--- src/rtl/unpack_window_ctrl.sv ---
// Unpack window sequencer: holds a two-beat {win_hi, win_lo} window and issues one
// window+cursor+lane-mask group per downstream handshake. Optional counters: UNPACK_STATS_EN.
module unpack_window_ctrl #(
  parameter int BEAT_W       = 256,
  parameter int FIELD_W      = 8,
  parameter int LANES        = 8,
  parameter int START_OFFSET = 175,
  parameter int CUR_W        = 10
) (
  input  logic                  clk,
  input  logic                  rst,
  input  logic [BEAT_W-1:0]     s_tdata,
  input  logic                  s_tvalid,
  input  logic                  s_tlast,
  output logic                  s_tready,
  output logic [2*BEAT_W-1:0]   m_window,
  output logic [CUR_W-1:0]      m_cursor,
  output logic [LANES-1:0]      m_lane_en,
  output logic                  m_last,
  output logic                  m_valid,
  input  logic                  m_ready
`ifdef UNPACK_STATS_EN
  ,
  output logic [31:0]           stat_groups,
  output logic [31:0]           stat_stall_cycles
`endif
);

  localparam int GROUP = LANES * FIELD_W;
  localparam logic [CUR_W-1:0] BEAT_C  = CUR_W'(BEAT_W);
  localparam logic [CUR_W-1:0] GROUP_C = CUR_W'(GROUP);
  localparam logic [CUR_W-1:0] START_C = CUR_W'(START_OFFSET);

  typedef enum logic [1:0] {
    IDLE  = 2'd0,
    FILL  = 2'd1,
    RUN   = 2'd2,
    DRAIN = 2'd3
  } state_e;

  state_e             state_q, state_d;
  logic [BEAT_W-1:0]  win_lo_q, win_lo_d;
  logic [BEAT_W-1:0]  win_hi_q, win_hi_d;
  logic               last_seen_q, last_seen_d;
  logic [CUR_W-1:0]   cursor_q, cursor_d;

  logic [CUR_W-1:0]   nxt;
  logic               wrap;
  logic               ready_raw;
  logic               s_fire;
  logic               m_fire;

  assign nxt      = cursor_q + GROUP_C;
  assign wrap     = (nxt >= BEAT_C);
  assign s_tready = ready_raw && !rst;
  assign s_fire   = s_tvalid && s_tready;
  assign m_fire   = m_valid && m_ready;
  assign m_cursor = cursor_q;

  always_comb begin
    // NOTE: every signal driven here gets a default first so no path can infer a latch.
    state_d     = state_q;
    win_lo_d    = win_lo_q;
    win_hi_d    = win_hi_q;
    last_seen_d = last_seen_q;
    cursor_d    = cursor_q;
    ready_raw   = 1'b0;
    m_valid     = 1'b0;
    m_window    = '0;
    m_lane_en   = '0;
    m_last      = 1'b0;

    unique case (state_q)
      IDLE: begin
        ready_raw = 1'b1;
        if (s_fire) begin
          win_lo_d = s_tdata;
          cursor_d = START_C;
          state_d  = s_tlast ? DRAIN : FILL;
        end
      end

      FILL: begin
        ready_raw = 1'b1;
        if (s_fire) begin
          win_hi_d    = s_tdata;
          last_seen_d = s_tlast;
          state_d     = RUN;
        end
      end

      RUN: begin
        m_valid   = 1'b1;
        m_window  = {win_hi_q, win_lo_q};
        m_lane_en = '1;
        // Refill is offered only on the cycle the window shifts, giving a bubble-free handoff.
        ready_raw = m_ready && wrap && !last_seen_q;
        if (m_fire) begin
          if (!wrap) begin
            cursor_d = nxt;
          end else begin
            win_lo_d = win_hi_q;
            cursor_d = nxt - BEAT_C;
            if (last_seen_q) begin
              state_d = DRAIN;
            end else if (s_tvalid) begin
              win_hi_d    = s_tdata;
              last_seen_d = s_tlast;
            end else begin
              state_d = FILL;
            end
          end
        end
      end

      DRAIN: begin
        m_valid  = 1'b1;
        m_window = {{BEAT_W{1'b0}}, win_lo_q};
        for (int i = 0; i < LANES; i++) begin
          m_lane_en[i] = ((cursor_q + CUR_W'((i + 1) * FIELD_W)) <= BEAT_C);
        end
        m_last = wrap;
        if (m_fire) begin
          if (wrap) begin
            last_seen_d = 1'b0;
            state_d     = IDLE;
          end else begin
            cursor_d = nxt;
          end
        end
      end

      default: state_d = IDLE;
    endcase
  end

  always_ff @(posedge clk) begin
    // NOTE: sequential state uses non-blocking assignments so all registers update together.
    if (rst) begin
      state_q     <= IDLE;
      win_lo_q    <= '0;
      win_hi_q    <= '0;
      last_seen_q <= 1'b0;
      cursor_q    <= START_C;
    end else begin
      state_q     <= state_d;
      win_lo_q    <= win_lo_d;
      win_hi_q    <= win_hi_d;
      last_seen_q <= last_seen_d;
      cursor_q    <= cursor_d;
    end
  end

`ifdef UNPACK_STATS_EN
  logic [31:0] groups_q;
  logic [31:0] stall_q;

  always_ff @(posedge clk) begin
    if (rst) begin
      groups_q <= '0;
      stall_q  <= '0;
    end else begin
      if (m_fire) groups_q <= groups_q + 32'd1;
      // Stall counter saturates rather than wrapping.
      if (m_valid && !m_ready && (stall_q != '1)) stall_q <= stall_q + 32'd1;
    end
  end

  assign stat_groups       = groups_q;
  assign stat_stall_cycles = stall_q;
`endif

endmodule

--- config.mk ---
export PLATFORM = sky130hd
export DESIGN_NAME = unpack_window_ctrl
export DESIGN_NICKNAME = d
export VERILOG_FILES = /design/src/rtl/unpack_window_ctrl.sv
export SDC_FILE = /design/constraint.sdc
export NUM_CORES = 1
export LEC_CHECK = 0
export ABC_AREA = 1
export CORE_AREA = 2 2 308 310
export CTS_BUF_LIST = sky130_fd_sc_hd__clkbuf_16
export CTS_CLUSTER_SIZE = 24
export DETAILED_ROUTE_END_ITERATION = 8
export DIE_AREA = 0 0 310 312
export PLACE_DENSITY = 0.61
export SYNTH_ARGS = -nofsm -noshare
export SYNTH_HDL_FRONTEND = slang
export SYNTH_SLANG_ARGS = --single-unit
export TNS_END_PERCENT = 10
--- constraint.sdc ---
create_clock -name clk -period 5.5 [get_ports clk]
set_input_delay 1.1 -clock clk [delete_from_list [all_inputs] [get_ports clk]]
set_output_delay 1.1 -clock clk [all_outputs]
set_load 0.01 [all_outputs]
Word level (Yosys, flattened, before mapping)
Index checks and enable logic that the tools add are counted.
{"block": "totals", "ff_bits": 525, "wordCells": 93}
{"block": "classes", "addsub": 9, "magnitude_cmp": 9, "n_eq_ne": 13, "n_mux": 38, "reduce_logical": 19}
{"cell": "two-way mux 256 bit", "count": 7}
{"cell": "case mux 256 bit (2 select lines)", "count": 2}
{"cell": "case mux 512 bit (2 select lines)", "count": 1}
{"cell": "<= comparator 10 x 9 -> 1 bit (second input constant)", "count": 8}
{"cell": "two-way mux 10 bit", "count": 5}
{"cell": "adder 10 x 6 -> 10 bit (second input constant)", "count": 4}
{"cell": "case mux 10 bit (3 select lines)", "count": 1}
{"cell": "adder 10 x 5 -> 10 bit (second input constant)", "count": 2}
{"cell": "two-way mux 2 bit", "count": 9}
{"cell": "!= test 2 bit (second input constant)", "count": 9}
{"cell": "case mux 8 bit (2 select lines)", "count": 1}
{"cell": "AND reduction 6 bit", "count": 2}
{"cell": "adder 10 x 4 -> 10 bit (second input constant)", "count": 1}
{"cell": "adder 10 x 7 -> 10 bit (second input constant)", "count": 1}
{"cell": "greater-or-equal comparator 10 x 9 -> 1 bit (second input constant)", "count": 1}
{"cell": "subtractor 10 x 9 -> 10 bit (second input constant)", "count": 1}
{"cell": "two-way mux 1 bit", "count": 9}
{"cell": "case mux 2 bit (4 select lines)", "count": 1}
{"cell": "AND reduction 7 bit", "count": 1}
{"cell": "nonzero test 3 bit", "count": 2}
{"cell": "logical AND 1 bit", "count": 5}
{"cell": "AND reduction 5 bit", "count": 1}
{"cell": "== test 2 bit (second input constant)", "count": 2}
{"cell": "AND reduction 4 bit", "count": 1}
{"cell": "other kinds (8)", "count": 11}

Logic depth before layout (Yosys ltp)
Gate-level depths: netlist (run 1).
{"block": "logic_depth", "ltp_word": 9, "ltp_mapped": 14, "mapped_depth_nobuf": 13}

Least setup slack after synthesis (run 1)
Ideal clock, no wire load.
{"block": "synth_path", "path_kind": "input port to output port", "startpoint": "input rst", "endpoint": "output s_tready", "t_arrival_ps": 1877, "required_time_ps": 4400, "setup_slack_ps": 2523, "path_stages": 5, "path_buffers": 2, "cell_sequence": "clkinv_1 > clkbuf_1 > clkbuf_1 > nand2_1 > inv_1"}
{"block": "synth_between", "elab_chain_len": 2}
{"element": "start, declared", "line": "11", "source": "input logic rst,"}
{"element": "logical NOT 1 bit", "line": "55", "source": "assign s_tready = ready_raw && !rst;"}
{"element": "logical AND 1 bit", "line": "55"}
{"element": "end, declared", "line": "15", "source": "output logic s_tready,"}
Every way passes these cells.

Worst setup path after layout (run 1)
{"block": "layout_path", "startpoint": "register state_q[0]", "endpoint": "output m_window[303]"}
{"block": "layout_between", "elab_chain_len": 2}
{"element": "start, declared", "line": "41", "source": "state_e state_q, state_d;"}
{"element": "start signal, assigned", "line": "146", "source": "state_q <= state_d;"}
{"element": "== test 2 bit", "line": "73", "source": "unique case (state_q)"}
{"element": "case mux 512 bit (2 select lines) *", "line": "73"}
{"element": "end, declared", "line": "16", "source": "output logic [2*BEAT_W-1:0] m_window,"}
Mark *: on every way between the ends. The rest lies on a longest branch, timed or not.

==> results of run 1 <==
sequential cells by signal, summed over array words and instances (netlist names):
register	cells
win_hi_q	256
state_q	2
m_cursor	5
last_seen_q	1
win_lo_q	256
power breakdown:
group          switching, mW  total (mW)  internal (mW)
clock network           1.66        3.74           2.08
logic                   6.38        9.79           3.41
registers              0.577        5.97           5.39
total                   8.62        19.5           10.9
stage by stage:
step / hold WS, ns / area, um^2 / total power, mW / cells
floorplan: 0.455 / 25700 / 12.9 / 4273
global placement: 0.463 / 34200 / 15.7 / 6060
detailed placement: 0.472 / 34200 / 15.9 / 6060
CTS: 0.485 / 36000 / 19.7 / 6171
global route: 0.500 / 36000 / 21.4 / 6180
finish: 0.478 / 36000 / 19.5 / 6181
metal layers:
metal	vias up	wire (um)	global-route usage (%)
li1	13900	-	-
met1	11800	38000	21.6
met2	737	43900	31.0
met3	161	6300	4.33
met4	2	2990	6.53
met5	-	12	0
area by class of cell:
cell class | instances | area (um^2) | area share, %
Multi-Input combinational cell | 2923 | 11800 | 32.8
Sequential cell | 520 | 10400 | 28.9
Timing Repair Buffer | 828 | 8370 | 23.2
Inverter | 535 | 2030 | 5.64
Tap cell | 1254 | 1570 | 4.36
Clock buffer | 61 | 1530 | 4.24
Clock inverter | 50 | 274 | 0.761
Antenna cell | 10 | 25.0 | 0.0695
logic make-up after synthesis:
| family | count (synthesis) | share of synthesized area (%) |
|---|---|---|
| flip-flops | 520 | 40.5 |
| other | 1 | 0.0146 |
| adder cells (fa/ha/maj) | 5 | 0.243 |
| buffers and inverters | 830 | 13.6 |
| AO/OA/AOI/OAI | 538 | 10.6 |
| AND/OR/NAND/NOR | 2377 | 35.0 |
| XOR/XNOR | 2 | 0.0682 |
final timing paths:
kind,from,end,depth (start not counted)
min,win_lo_q[239]$_SDFFE_PP0P_,win_lo_q[239]$_SDFFE_PP0P_,2
min reg2reg,win_lo_q[239]$_SDFFE_PP0P_,win_lo_q[239]$_SDFFE_PP0P_,2
max reg2reg,state_q[0]$_SDFFE_PP0P_,win_hi_q[113]$_SDFFE_PP0P_,10
max,state_q[0]$_SDFFE_PP0P_,m_window[303],5
synth_stat cells (all sizes together):
library cell | n | area share [%]
nand4 | 3 | 0.073
nand3b | 1 | 0.029
nor2 | 1298 | 19
xnor2 | 1 | 0.034
a31oi | 3 | 0.073
conb | 1 | 0.015
or2 | 1 | 0.024
buf | 119 | 3.1
inv | 534 | 7.8
clkinv | 1 | 0.015
o22ai | 1 | 0.024
nor3 | 1 | 0.019
o31ai | 1 | 0.029
a21oi | 7 | 0.14
nand2 | 1061 | 16
dfxtp | 520 | 41
o211ai | 3 | 0.11
clkbuf | 176 | 2.7
ha | 5 | 0.24
nand3 | 12 | 0.27
xor2 | 1 | 0.034
o21ai | 523 | 10
critical path: cells and delay by family, from the launching register on:
family,cells,cell delay (ns)
buffers and inverters,3,1.57
flip-flops,1,0.60
AND/OR/NAND/NOR,2,0.22
==> results.cfg, run 1 <==
[setup_path]
cp_max_fo = 117
required_ns = 4.40
critPathLaunchType = flop
crit_path_cell_trace = nor2_8, inv_8, buf_4, nor2_1, clkdlybuf4s50_1
crit_slowest_cell = dfxtp_1
critPathKind = reg -> out
arrival_ns = 3.10
r2r_setup_slack_ns = 2.44
cpPeakStageDelay_ns = 0.60
endpoint_kind = output port

[cts]
cts_sinks = 520
clk_pin_slew_ns = 0.05
h-tree-depth = 2
root_buffer = clkbuf_16
clockBufferDepth = 3
cts_tree = built
clk_latency_ns = 0.62
cts_setup_buffers = 0
numCtsBuffers = 61
post_cts_resized = 0
hold_buffers = 0

[logic_synthesis]
synth.distinct_cells = 35
seq_area_frac_synth_pct = 40.5
syn_avg_cell_area_um2 = 6.01
synth_nets = 4539
ys_warn_count = 0
netlist_area_um2 = 25700
postSynthCellCount = 4273
ys_ff_latch = 520

[die]
initial_core_util_pct = 27.6
io_pins = 794
die_h_um = 312
coreArea_um2 = 93000
die_w_um = 310
placementRows = 112
fp.dieArea_um2 = 96700

[power]
p_leak_nw = 17.7
power_density_nw_per_um2 = 541
ir_drop_mv = 0.401

[grt]
gr-total-overflow = 0
antenna_found_initial = 12
grt_pass1_wl_mm = 139
first_global_vias = 24300
grt.total_usage_pct = 18.0
grt_max_degree = 193

[route]
first_iter_violations = 1548
routedWlPerCell_um = 14.8
ant_nets = 0
routed_via_density = 4.30
firstDrtPassIters = 5
drc = 0
routed_wl_mm = 91.2
vias = 26600

[placement]
gp_congestion = 0.832
dp_hpwl_mm = 63.0
io_buffers = 792
dp_slack_ns = 1.57

[sta]
max_freq_mhz = 238
worst_pin_slew_ns = 1.06
tns_ns = 0
setup_ws_ns = 1.30
setup_viol = 0
hold_viol = 0
period_share_pct = 76.3
final_max_slew_viol_count = 0
finClkSkew_ns = 0.0226
period_needed_ns = 4.20
relSlewSlack_pct = 29.2
rsz0062_at_grt = false

[cells_and_area]
drive_gt1_share_pct = 2.64
nets = 5135
mostFrequentLayoutCells = 1295 x nor2_1, 1058 x nand2_1, 792 x clkdlybuf4s50_1
filler_cell_count = 10100
synthToLayoutAreaGrowth_pct = 40.2
final_common_cell = nor2_1
final_util_pct = 38.7

[outcome]
status = completed

[worst_hold_path]
hold_class = reg -> reg

[job]
maxCapViolations = 0
No activity file was read; power rests on OpenSTA's default activity.
==> inputs of run 2 (changes only) <==
--- a/config.mk
+++ b/config.mk
@@ -6,12 +6,12 @@
 export NUM_CORES = 1
 export LEC_CHECK = 0
 export ABC_AREA = 1
-export CORE_AREA = 2 2 308 310
+export CORE_AREA = 2 2 305 307
 export CTS_BUF_LIST = sky130_fd_sc_hd__clkbuf_16
 export CTS_CLUSTER_SIZE = 24
 export DETAILED_ROUTE_END_ITERATION = 8
-export DIE_AREA = 0 0 310 312
-export PLACE_DENSITY = 0.61
+export DIE_AREA = 0 0 307 309
+export PLACE_DENSITY = 0.62
 export SYNTH_ARGS = -nofsm -noshare
 export SYNTH_HDL_FRONTEND = slang
 export SYNTH_SLANG_ARGS = --single-unit
==> constraint.sdc (replaced) <==
create_clock -name clk -period 3.9 [get_ports clk]
set_input_delay 0.78 -clock clk [delete_from_list [all_inputs] [get_ports clk]]
set_output_delay 0.78 -clock clk [all_outputs]
set_load 0.01 [all_outputs]
==> run 2 against run 1 <==
Clock power up 51%. Global-route usage up 0.42 points. Register-to-register slack worse by 1.1 ns. Critical path type unchanged. Largest cell class unchanged. Largest power group unchanged.
==> results.cfg, run 2 (synthesized netlist as in run 1, its figures left out) <==
[cts]
clockBufferDepth = 3
root_buffer = clkbuf_16
cts_sinks = 520
clk_latency_ns = 0.62
numCtsBuffers = 61
cts_tree = built
clk_pin_slew_ns = 0.06
h-tree-depth = 2
cts_setup_buffers = 0

[die]
io_pins = 794
fp.dieArea_um2 = 94900
die_h_um = 309
initial_core_util_pct = 28.1
placementRows = 111
coreArea_um2 = 91400
die_w_um = 307

[setup_path]
arrival_ns = 2.82
critPathKind = reg -> out
r2r_setup_slack_ns = 1.37
ff2ff_path_depth = 10
cpPeakStageDelay_ns = 0.60
critPathLaunchType = flop
worstReg2RegStart = m_cursor[3]$_SDFFE_PP1P_
cp_max_fo = 104
timing.rr.end = win_lo_q[27]$_SDFFE_PP0P_
endpoint_kind = output port
crit_path_cell_trace = nor2_8, inv_16, buf_4, nor2_1, clkdlybuf4s50_1
crit_slowest_cell = dfxtp_1
required_ns = 3.12

[grt]
grt_max_degree = 185
gr-total-overflow = 0
grt.total_usage_pct = 18.4
antenna_found_initial = 11
grt_pass1_wl_mm = 139
first_global_vias = 24300

[sta]
relSlewSlack_pct = 23.5
period_share_pct = 92.2
max_freq_mhz = 278
setup_viol = 0
finClkSkew_ns = 0.0240
rsz0062_at_grt = false
hold_viol = 0
final_max_slew_viol_count = 0
worst_pin_slew_ns = 1.15
tns_ns = 0
setup_ws_ns = 0.305
period_needed_ns = 3.60

[route]
ant_nets = 0
routed_wl_mm = 92.2
first_iter_violations = 1715
firstDrtPassIters = 5
routed_via_density = 4.35
vias = 26700
routedWlPerCell_um = 15.0
drc = 0

[cells_and_area]
final_common_cell = nor2_1
instances_no_fill = 6134
mostFrequentLayoutCells = 1295 x nor2_1, 1058 x nand2_1, 792 x clkdlybuf4s50_1
drive_gt1_share_pct = 3.32
synthToLayoutAreaGrowth_pct = 41.3
nets = 5160

[job]
maxCapViolations = 0

[outcome]
status = completed

[power]
ir_drop_mv = 0.376
p_total_mw = 28.3
p_leak_nw = 17.9
power_density_nw_per_um2 = 779

[placement]
dp.cells = 6017
gp_congestion = 0.874
io_buffers = 792
dp_slack_ns = 0.723
dp_hpwl_mm = 63.9

[worst_hold_path]
hold_class = reg -> reg
hold_depth = 2
worstHoldStart = win_lo_q[243]$_SDFFE_PP0P_
min_to = win_lo_q[243]$_SDFFE_PP0P_
[run 2: worst max-delay path by stage]
stage                                        start            end  slack [ns]  depth (start not counted)
after detailed placement   state_q[0]$_SDFFE_PP0P_  m_window[280]        0.72                          5
after floorplan            state_q[1]$_SDFFE_PP0P_   m_lane_en[5]        1.42                          9
final                      state_q[0]$_SDFFE_PP0P_  m_window[280]        0.30                          5
after global placement     state_q[0]$_SDFFE_PP0P_  m_window[280]        0.76                          5
after global routing      m_cursor[8]$_SDFFE_PP0P_       s_tready        0.06                         14
after CTS                  state_q[0]$_SDFFE_PP0P_  m_window[280]        0.04                          5
[run 2: area by class of cell]
cell class / count / area [um^2]
clock buffer: 63 / 1580
antenna: 8 / 20.0
sequential: 520 / 10400
multi-input combinational: 2923 / 11800
fill: 9819 / 55100
tap: 1186 / 1480
timing repair buffer: 853 / 8600
inverter: 535 / 2040
clock inverter: 46 / 362
[run 2: per-stage QoR]
step / hold slack, ns / utilization [%] / instance area, um^2
6_report: 0.480 / 39.7 / 36300
5_1_grt: 0.499 / 39.7 / 36300
4_1_cts: 0.486 / 39.7 / 36300
3_5_place_dp: 0.471 / 37.6 / 34300
3_3_place_gp: 0.462 / 37.6 / 34300
2_1_floorplan: 0.455 / - / 25700
[run 2: worst max-delay path, delay by kind of cell (launching register included)]
kind                   cells  cell delay (ns)
buffers and inverters      3             1.25
DFF                        1             0.60
and+or+nand+nor            2             0.22
[run 2: repair_timing]
item	CTS	global route
setup endpoints to repair	0	21
endpoints found under the hold margin	0	0
hold buffers	0	0
gates resized for setup	0	3
[run 2: power breakdown]
part	internal [mW]	switching, mW
Clock	3.28	2.36
Sequential	7.60	0.794
Combinational	4.97	9.29
Total	15.8	12.4
[run 2: metal layers]
metal | part of all wire, % | global-route usage, % | vias to the layer above
met3 | 6.8 | 4.48 | 143
met2 | 48 | 31.4 | 748
met4 | 2.9 | 6.31 | 6
met5 | 0.042 | 0 | -
met1 | 43 | 22.6 | 11900
li1 | - | - | 13900
